==> src/rtl/pipe_bp_pkg.sv <==
// Shared definitions for the IF-stage branch predictor.
// Holds the 2-bit counter encodings, the counter training function and
// width helpers that derive the BTB tag width from the index width.
package pipe_bp_pkg;

  localparam int DEF_IDX_W = 4;

  localparam logic [1:0] SNT = 2'b00;
  localparam logic [1:0] WNT = 2'b01;
  localparam logic [1:0] WT  = 2'b10;
  localparam logic [1:0] ST  = 2'b11;

  // PC[1:0] is always zero for aligned fetch, so index + tag cover PC[31:2].
  function automatic int tag_w(input int idx_w);
    return 30 - idx_w;
  endfunction

  function automatic int n_entries(input int idx_w);
    return 1 << idx_w;
  endfunction

  // Saturating 2-bit counter step.
  function automatic logic [1:0] sat_next(input logic [1:0] ctr, input logic taken);
    logic [1:0] nxt;
    nxt = ctr;
    if (taken) begin
      if (ctr != ST) nxt = ctr + 2'b01;
    end else begin
      if (ctr != SNT) nxt = ctr - 2'b01;
    end
    return nxt;
  endfunction

endpackage

==> src/rtl/pipe_if_branch_pred_btb_ram.sv <==
// Direct-mapped branch target buffer.
// Ports:
//   clk, rst                   clock, synchronous active-high reset
//   rd_idx, rd_tag             asynchronous lookup (fetch PC)
//   rd_hit, rd_target, rd_ctr  lookup result, pre-update contents
//   wr_en                      write port enable (pipeline advance)
//   wr_idx, wr_tag             entry addressed by the ID-stage PC
//   wr_alloc                   allocate/rewrite entry
//   wr_train                   train counter if the entry hits
//   wr_taken, wr_target        resolved direction and next PC
module btb_ram
  import pipe_bp_pkg::*;
#(
  parameter int         IDX_W   = DEF_IDX_W,
  parameter logic [1:0] RST_CTR = WNT
) (
  input  logic                      clk,
  input  logic                      rst,
  input  logic [IDX_W-1:0]          rd_idx,
  input  logic [tag_w(IDX_W)-1:0]   rd_tag,
  output logic                      rd_hit,
  output logic [31:0]               rd_target,
  output logic [1:0]                rd_ctr,
  input  logic                      wr_en,
  input  logic [IDX_W-1:0]          wr_idx,
  input  logic [tag_w(IDX_W)-1:0]   wr_tag,
  input  logic                      wr_alloc,
  input  logic                      wr_train,
  input  logic                      wr_taken,
  input  logic [31:0]               wr_target
);

  localparam int TAG_W = tag_w(IDX_W);
  localparam int N     = n_entries(IDX_W);

  logic              valid_q  [N];
  logic [TAG_W-1:0]  tag_q    [N];
  logic [31:0]       target_q [N];
  logic [1:0]        ctr_q    [N];

  logic wr_hit;

  assign rd_hit    = valid_q[rd_idx] && (tag_q[rd_idx] == rd_tag);
  assign rd_target = target_q[rd_idx];
  assign rd_ctr    = ctr_q[rd_idx];

  // Training only applies to an entry that already belongs to this PC.
  assign wr_hit = valid_q[wr_idx] && (tag_q[wr_idx] == wr_tag);

  always_ff @(posedge clk) begin
    if (rst) begin
      for (int i = 0; i < N; i++) begin
        valid_q[i] <= 1'b0;
        ctr_q[i]   <= RST_CTR;
      end
    end else if (wr_en) begin
      if (wr_alloc) begin
        valid_q[wr_idx] <= 1'b1;
        ctr_q[wr_idx]   <= wr_taken ? WT : RST_CTR;
      end else if (wr_train && wr_hit) begin
        ctr_q[wr_idx]   <= sat_next(ctr_q[wr_idx], wr_taken);
      end
    end
  end

  // Tags and targets need no reset; valid gates their use.
  always_ff @(posedge clk) begin
    if (!rst && wr_en && wr_alloc) begin
      tag_q[wr_idx]    <= wr_tag;
      target_q[wr_idx] <= wr_target;
    end
  end

endmodule

==> src/rtl/pipe_if_branch_pred.sv <==
// IF-stage branch predictor feeding the IF/ID boundary.
// Ports:
//   clk, rst           clock, synchronous active-high reset
//   wpcir              pipeline advance enable (0 = stall)
//   pc                 fetch PC in IF
//   pcd                PC of the instruction in ID (update index/tag)
//   ud_BTB, ud_pdt     allocate entry / train counter for pcd
//   real_taken         resolved direction of the ID instruction
//   real_bjpc          resolved next PC from ID
//   pre_fch_wrong      ID detected a mispredict
//   npc                next fetch PC (combinational)
//   pre_taken          registered prediction entering ID
//   pre_bjpc           registered predicted next PC entering ID
//   if_flush           kill the IF instruction (combinational)
//   miss_cnt           mispredict counter
module pipe_if_branch_pred
  import pipe_bp_pkg::*;
#(
  parameter int         IDX_W   = DEF_IDX_W,
  parameter logic [1:0] RST_CTR = WNT
) (
  input  logic        clk,
  input  logic        rst,
  input  logic        wpcir,
  input  logic [31:0] pc,
  input  logic [31:0] pcd,
  input  logic        ud_BTB,
  input  logic        ud_pdt,
  input  logic        real_taken,
  input  logic [31:0] real_bjpc,
  input  logic        pre_fch_wrong,
  output logic [31:0] npc,
  output logic        pre_taken,
  output logic [31:0] pre_bjpc,
  output logic        if_flush,
  output logic [31:0] miss_cnt
);

  localparam int TAG_W = tag_w(IDX_W);

  logic        f_hit;
  logic [31:0] f_target;
  logic [1:0]  f_ctr;
  logic        f_taken;
  logic [31:0] f_next;

  // Word-aligned fetch: the low two PC bits carry no information.
  logic unused_pc_lsb;
  assign unused_pc_lsb = ^{pc[1:0], pcd[1:0], f_ctr[0]};

  btb_ram #(
    .IDX_W   (IDX_W),
    .RST_CTR (RST_CTR)
  ) u_btb (
    .clk       (clk),
    .rst       (rst),
    .rd_idx    (pc[IDX_W+1:2]),
    .rd_tag    (pc[31:IDX_W+2]),
    .rd_hit    (f_hit),
    .rd_target (f_target),
    .rd_ctr    (f_ctr),
    .wr_en     (wpcir),
    .wr_idx    (pcd[IDX_W+1:2]),
    .wr_tag    (pcd[31:IDX_W+2]),
    .wr_alloc  (ud_BTB),
    .wr_train  (ud_pdt),
    .wr_taken  (real_taken),
    .wr_target (real_bjpc)
  );

  assign f_taken  = f_hit & f_ctr[1];
  assign f_next   = f_taken ? f_target : (pc + 32'd4);
  assign npc      = pre_fch_wrong ? real_bjpc : f_next;
  assign if_flush = pre_fch_wrong & wpcir;

  always_ff @(posedge clk) begin
    if (rst) begin
      pre_taken <= 1'b0;
      pre_bjpc  <= 32'd0;
      miss_cnt  <= 32'd0;
    end else if (wpcir) begin
      // A flushed slot becomes a bubble; ID never checks a bubble.
      if (if_flush) begin
        pre_taken <= 1'b0;
        pre_bjpc  <= 32'd0;
      end else begin
        pre_taken <= f_taken;
        pre_bjpc  <= f_next;
      end
      if (pre_fch_wrong) miss_cnt <= miss_cnt + 32'd1;
    end
  end

endmodule

==> config.mk <==
export PLATFORM = sky130hd
export DESIGN_NAME = pipe_if_branch_pred
export DESIGN_NICKNAME = d
export VERILOG_FILES = /design/src/rtl/pipe_bp_pkg.sv /design/src/rtl/pipe_if_branch_pred_btb_ram.sv /design/src/rtl/pipe_if_branch_pred.sv
export SDC_FILE = /design/constraint.sdc
export NUM_CORES = 1
export LEC_CHECK = 0
export ABC_AREA = 1
export BUFFER_PORTS_ARGS = -buffer_cell sky130_fd_sc_hd__buf_4
export CAP_MARGIN = 20
export CORE_MARGIN = 8
export CORE_UTILIZATION = 42
export DETAILED_ROUTE_END_ITERATION = 10
export SLEW_MARGIN = 10
export SYNTH_ARGS = -nofsm -noshare
export SYNTH_HDL_FRONTEND = slang
export SYNTH_SLANG_ARGS = --single-unit
==> constraint.sdc <==
create_clock -name clk -period 13.63 [get_ports clk]
set_input_delay 1.363 -clock clk [delete_from_list [all_inputs] [get_ports clk]]
set_output_delay 1.363 -clock clk [all_outputs]
set_load 0.03 [all_outputs]
Word-level counts from Yosys, hierarchy flattened
Memories as Yosys holds them, arrays and structs flattened.
Cells that the tools add are included.
{ "totals": {"memories": 4, "input_bits": 103, "reg_bits": 65, "ram_bits": 976, "elab_cells": 59} }
{ "mem_list": {"columns": ["memory", "depth", "width", "read_ports", "rd_clocked_by_memory_dff", "wr", "line_no", "text"], "rows": [
  ["u_btb.target_q", 16, 32, 1, 0, 1, "pipe_if_branch_pred_btb_ram.sv:38", "logic [31:0] target_q [N];"],
  ["u_btb.tag_q", 16, 26, 2, 0, 1, "pipe_if_branch_pred_btb_ram.sv:37", "logic [TAG_W-1:0] tag_q [N];"],
  ["u_btb.ctr_q", 16, 2, 2, 0, 16, "pipe_if_branch_pred_btb_ram.sv:39", "logic [1:0] ctr_q [N];"],
  ["u_btb.valid_q", 16, 1, 2, 0, 16, "pipe_if_branch_pred_btb_ram.sv:36", "logic valid_q [N];"]
]} }
{ "op_classes": {"n_eq_ne": 3, "reduce_logical": 10, "n_mux": 32, "n_bitwise": 3, "add_sub_neg": 4} }
{ "op_table": {"columns": ["operator", "count"], "rows": [
  ["32-bit two-way mux", 3],
  ["26-bit equality test", 2],
  ["32-bit by 1-bit adder with 32-bit output (second input constant)", 1],
  ["32-bit by 3-bit adder with 32-bit output (second input constant)", 1],
  ["2-bit two-way mux", 10],
  ["1-bit two-way mux", 17],
  ["4-bit two-way mux", 2],
  ["1-bit logical AND", 5],
  ["2-bit by 1-bit adder with 2-bit output (second input constant)", 1],
  ["1-bit bitwise AND", 2],
  ["2-bit inequality test (second input constant)", 1],
  ["2-bit AND reduction", 1],
  ["2-bit nonzero test", 1],
  ["2-bit OR reduction", 1],
  ["2-bit by 1-bit subtractor with 2-bit output (second input constant)", 1],
  ["1-bit zero test", 1],
  ["1-bit OR", 1],
  ["1-bit OR reduction", 1]
]} }

Longest topological paths before layout
An unclocked memory read counts as a cell.
{ "logic_depth": {"ltp_word": 12, "depth_mapped": 24, "depth_no_buf": 20} }

By module
A second synthesis with hierarchy kept.
{ "unflattened": {"cells_unflattened": 4982, "hier_area_um2": 48117.4} }
{ "by_module_without_submodules": {"columns": ["module", "area_per_inst_um2", "instances", "cells_per_inst", "seq_area_each_um2"], "rows": [
  ["btb_ram", 43550.5, 1, 4202, 29148.0],
  ["pipe_if_branch_pred", 4566.9, 1, 780, 1301.2]
]} }

Worst setup path before layout
No wires, ideal clock.
{ "synth_path": {"path_kind": "in2reg", "startpoint": "input port wpcir", "endpoint": "memory u_btb.tag_q[15][0] (netlist name) (enable)", "required_time_ns": 13.155, "arrival_ns": 4.871, "cell_stages": 5, "setup_ns": 0.475, "path_buffers": 3, "path_slack_ns": 8.284, "path_cell_list": "clkbuf_1 -> nand3_1 -> buf_1 -> clkbuf_1 -> nor2_1"} }
{ "synth_via": {"elab_chain_len": 4} }
{ "synth_lines": {"columns": ["element", "line_no", "text"], "rows": [
  ["start, declared", "pipe_if_branch_pred.sv:24", "input logic wpcir,"],
  ["1-bit logical AND (2 in series)", "pipe_if_branch_pred_btb_ram.sv:68", "if (!rst && wr_en && wr_alloc) begin"],
  ["1-bit two-way mux", "pipe_if_branch_pred_btb_ram.sv:68", null],
  ["1-bit two-way mux (implied by the code)", "pipe_if_branch_pred_btb_ram.sv:69", "tag_q[wr_idx] <= wr_tag;"],
  ["end, declared", "pipe_if_branch_pred_btb_ram.sv:37", null]
]} }
Every way passes these cells.

Worst setup path in the final report
{ "layout_path": {"startpoint": "input port pc[2]", "endpoint": "output port npc[19]"} }
{ "layout_via": {"elab_chain_len": 6, "elab_cells_between_ends": 10, "classes_between": "add/sub (1); eq/ne (1); mux (2); bitwise (1); reduce/logical (1); memory (4)"} }
{ "layout_lines": {"columns": ["element", "line_no", "text"], "rows": [
  ["start, declared", "pipe_if_branch_pred.sv:25", "input logic [31:0] pc,"],
  ["memory 16 x 26 bit", null, null],
  ["26-bit equality test", "pipe_if_branch_pred_btb_ram.sv:43", "assign rd_hit = valid_q[rd_idx] && (tag_q[rd_idx] == rd_tag);"],
  ["1-bit logical AND", "pipe_if_branch_pred_btb_ram.sv:43", null],
  ["1-bit bitwise AND", "pipe_if_branch_pred.sv:71", "assign f_taken = f_hit & f_ctr[1];"],
  ["32-bit two-way mux (*)", "pipe_if_branch_pred.sv:72", "assign f_next = f_taken ? f_target : (pc + 32'd4);"],
  ["32-bit two-way mux (*)", "pipe_if_branch_pred.sv:73", "assign npc = pre_fch_wrong ? real_bjpc : f_next;"],
  ["end, declared", "pipe_if_branch_pred.sv:32", "output logic [31:0] npc,"]
]} }
Every way passes the cells marked *; elsewhere a longest branch is shown, timed or not.

==> results.json <==
{
  "nets": 5239,
  "crit_path_start": "pc[2]",
  "ir_drop_mv": 0.111,
  "initial_core_util": 0.424,
  "synth.avg_cell_area_um2": 9.61,
  "drtIter0Drc": 4477,
  "num_rows": 124,
  "fp.dieW_um": 356,
  "total_leakage_power_nw": 20.9,
  "grt_pass1_vias": 35800,
  "hp-class": "flop to flop",
  "netlist_instances": 5047,
  "drv_slew": 0,
  "dp_hpwl_mm": 88.5,
  "clkSinkCount": 1041,
  "muxShareOfSynthArea": 0,
  "hp-start": "miss_cnt[31]",
  "finClkSkew_ps": 36.7,
  "drc": 0,
  "cts_resized": 0,
  "ant_nets": 0,
  "period_needed_ps": 8400,
  "clk_root_buffer_cell": "clkbuf_16",
  "insertion_delay_ps": 720,
  "synth_compound_area_frac": 0.112,
  "hold_buffers": 0,
  "cts_max_level": 3,
  "r2r-start": "u_btb.tag_q[12][22]",
  "netlist.area_leader.share": 0.594,
  "route.vias.total": 37800,
  "regToRegSetupSlack_ps": 10350,
  "synth_flop_cell": "edfxtp_1",
  "hold_depth": 1,
  "synth_area_mm2": 0.0485,
  "die-area_mm2": 0.127,
  "grt_max_degree": 207,
  "synthTopCellsByArea": "edfxtp_1 59%, nand2_1 9.5%, nor2_1 5.7%",
  "synth_seq_cells": 1041,
  "grt_setup_unrepaired": "false",
  "wire_per_inst_um": 23.5,
  "finalHoldViolations": 0,
  "timing.rr.end": "pre_bjpc[7]",
  "wl_mm": 159,
  "fin_setup_tns_ps": 0,
  "cts_setup_buffers": 0,
  "syn_nets": 5152,
  "clock_path_buffers": 3,
  "postLayoutCoreUtil": 0.478,
  "powerDensity_mw_per_mm2": 131,
  "period_share": 0.616,
  "cts_tree": "done",
  "synth_xor_area_frac": 0.00415,
  "hold_end": "miss_cnt[31]",
  "track_usage": 0.242,
  "path_clk_slew_ps": 50,
  "dr.pass1.iters": 6,
  "drv_cap": 0,
  "setup_viol": 0,
  "ioPinCount": 201,
  "drive_gt1_frac": 0.0930,
  "required_ps": 12270,
  "fp.dieH_um": 356,
  "slew_headroom": 0.228,
  "dp.cells": 6533,
  "critPathKind": "input port to primary output",
  "cts_made_buffers": 111,
  "status": "finished clean",
  "grt_antenna_before_repair": 18,
  "grt_pass1_wl_mm": 231,
  "yosys_warnings": 0,
  "grt_overflow_total": 0,
  "synth_top_family_by_area": "simple AND/OR/NAND/NOR gates",
  "worstPathMaxFanout": 128,
  "area_delta_synth_final_pct": 12.8,
  "critical_path_arrival_ps": 7040,
  "core_area_mm2": 0.115,
  "synthAdderAreaFrac": 0.000516,
  "reg2reg_depth": 18,
  "fmax_mhz": 119,
  "vias_per_cell": 5.60,
  "cp-end-kind": "primary output",
  "synth-edff-count": 960,
  "tightest_slew_ps": 1150,
  "port_buffers": 198,
  "synth-seq-area-share": 0.628,
  "yosys.area_share.simple": 0.190,
  "gp_congestion": 0.947,
  "yosysUniqueCellTypes": 48,
  "postSynth.asyncResetShare": 0,
  "yosys.area.top_type": "edfxtp_1",
  "final_cells": 6755,
  "setup.worst_path.start_class": "input port"
}
==> flip-flops by register name, indices dropped and copies added, names as in the netlist <==
| name | cells |
|---|---|
| pre_bjpc | 32 |
| u_btb.valid_q | 16 |
| u_btb.tag_q | 416 |
| u_btb.target_q | 512 |
| pre_taken | 1 |
| miss_cnt | 32 |
| u_btb.ctr_q | 32 |
==> worst max-delay path by stage <==
stage / endpoint / slack (ps) / cells after the start
global route: npc[20] / 4860 / 20
detailed placement: npc[9] / 5360 / 20
global placement: npc[9] / 5350 / 20
floorplan: u_btb.tag_q[15][0] / 8280 / 5
CTS: npc[9] / 5350 / 20
finish: npc[19] / 5230 / 17
==> final cells by class <==
type | count | area (µm²)
flip-flops and latches | 1041 | 30400
well taps | 1512 | 1890
inverters | 447 | 1700
clock inverters | 53 | 569
diodes | 16 | 40.0
fillers | 10600 | 59800
repair buffers | 260 | 1980
clock buffers | 153 | 3060
multi-input cells | 3273 | 15000
==> critical path, cell delays in order <==
cell	delay [ps]
buf_8	280
inv_8	650
buf_4	830
buf_4	740
nand2_1	100
a21oi_1	320
nand2_1	90
nand3_1	80
nand4_1	220
nor2_1	150
nand3_1	130
nor2_4	350
nand2_2	530
nand2_1	230
nand3_1	250
nand2_1	180
buf_4	180
==> Yosys cell counts (all sizes together), types with 2 or more instances <==
cell and instances:
clkbuf 135, buf 151, o21bai 5, o21ai 535, nand2 1231, nand4 26, clkinv 3, ha 2
nand3b 2, o221ai 11, a22oi 61, nand3 252, dfxtp 81, a21oi 137, a221oi 25, o22ai 127
edfxtp 960, nor2 746, inv 444, nor4 5, nor3 33, a31oi 25, xor2 22, o211ai 18
a211oi 3
==> layout by cell type, fill, tap and decap left out, types with 30 or more instances in the layout <==
cell | synthesis | final
a21oi_1 | 127 | 127
a22oi_1 | 58 | 58
buf_4 | 24 | 257
clkbuf_1 | 135 | 31
clkbuf_16 | 0 | 112
dfxtp_1 | 81 | 81
edfxtp_1 | 960 | 960
inv_1 | 438 | 436
nand2_1 | 1224 | 1224
nand3_1 | 250 | 249
nor2_1 | 733 | 715
nor3_1 | 30 | 30
o21ai_0 | 510 | 510
o22ai_1 | 127 | 127
==> metrics by stage <==
| step | power (mW) | instance area [µm²] | setup slack [ps] | hold WS, ps |
|---|---|---|---|---|
| 6_report | 7.17 | 54700 | 5230 | 443 |
| 4_1_cts | 7.20 | 54700 | 5350 | 448 |
| 5_1_grt | 7.38 | 54700 | 4860 | 485 |
| 2_1_floorplan | 3.97 | 48500 | 8280 | 450 |
| 3_3_place_gp | 4.21 | 51100 | 5350 | 438 |
| 3_5_place_dp | 4.22 | 51100 | 5360 | 440 |
==> power by group <==
group          switching [mW]  internal [mW]
combinational           0.463          0.168
clock                    1.27           1.74
sequential             0.0112           3.52
==> per-layer routing <==
layer / wire length, µm / up-vias / global-route usage
met5: 45 / - / 0
met4: 5440 / 8 / 0.0885
met3: 16600 / 338 / 0.0550
met2: 70500 / 1868 / 0.375
met1: 66100 / 18300 / 0.332
li1: - / 17400 / -
==> cells by family (layout without fill, tap and decap cells) <==
| group | Yosys count | after routing |
|---|---|---|
| simple gates | 2298 | 2298 |
| flops | 1041 | 1041 |
| buf+inv | 733 | 913 |
| other cells | 0 | 16 |
| xor+xnor | 23 | 23 |
| fa+ha+maj | 2 | 2 |
| compound gates | 950 | 950 |
No activity file was read; power rests on OpenSTA's default activity.
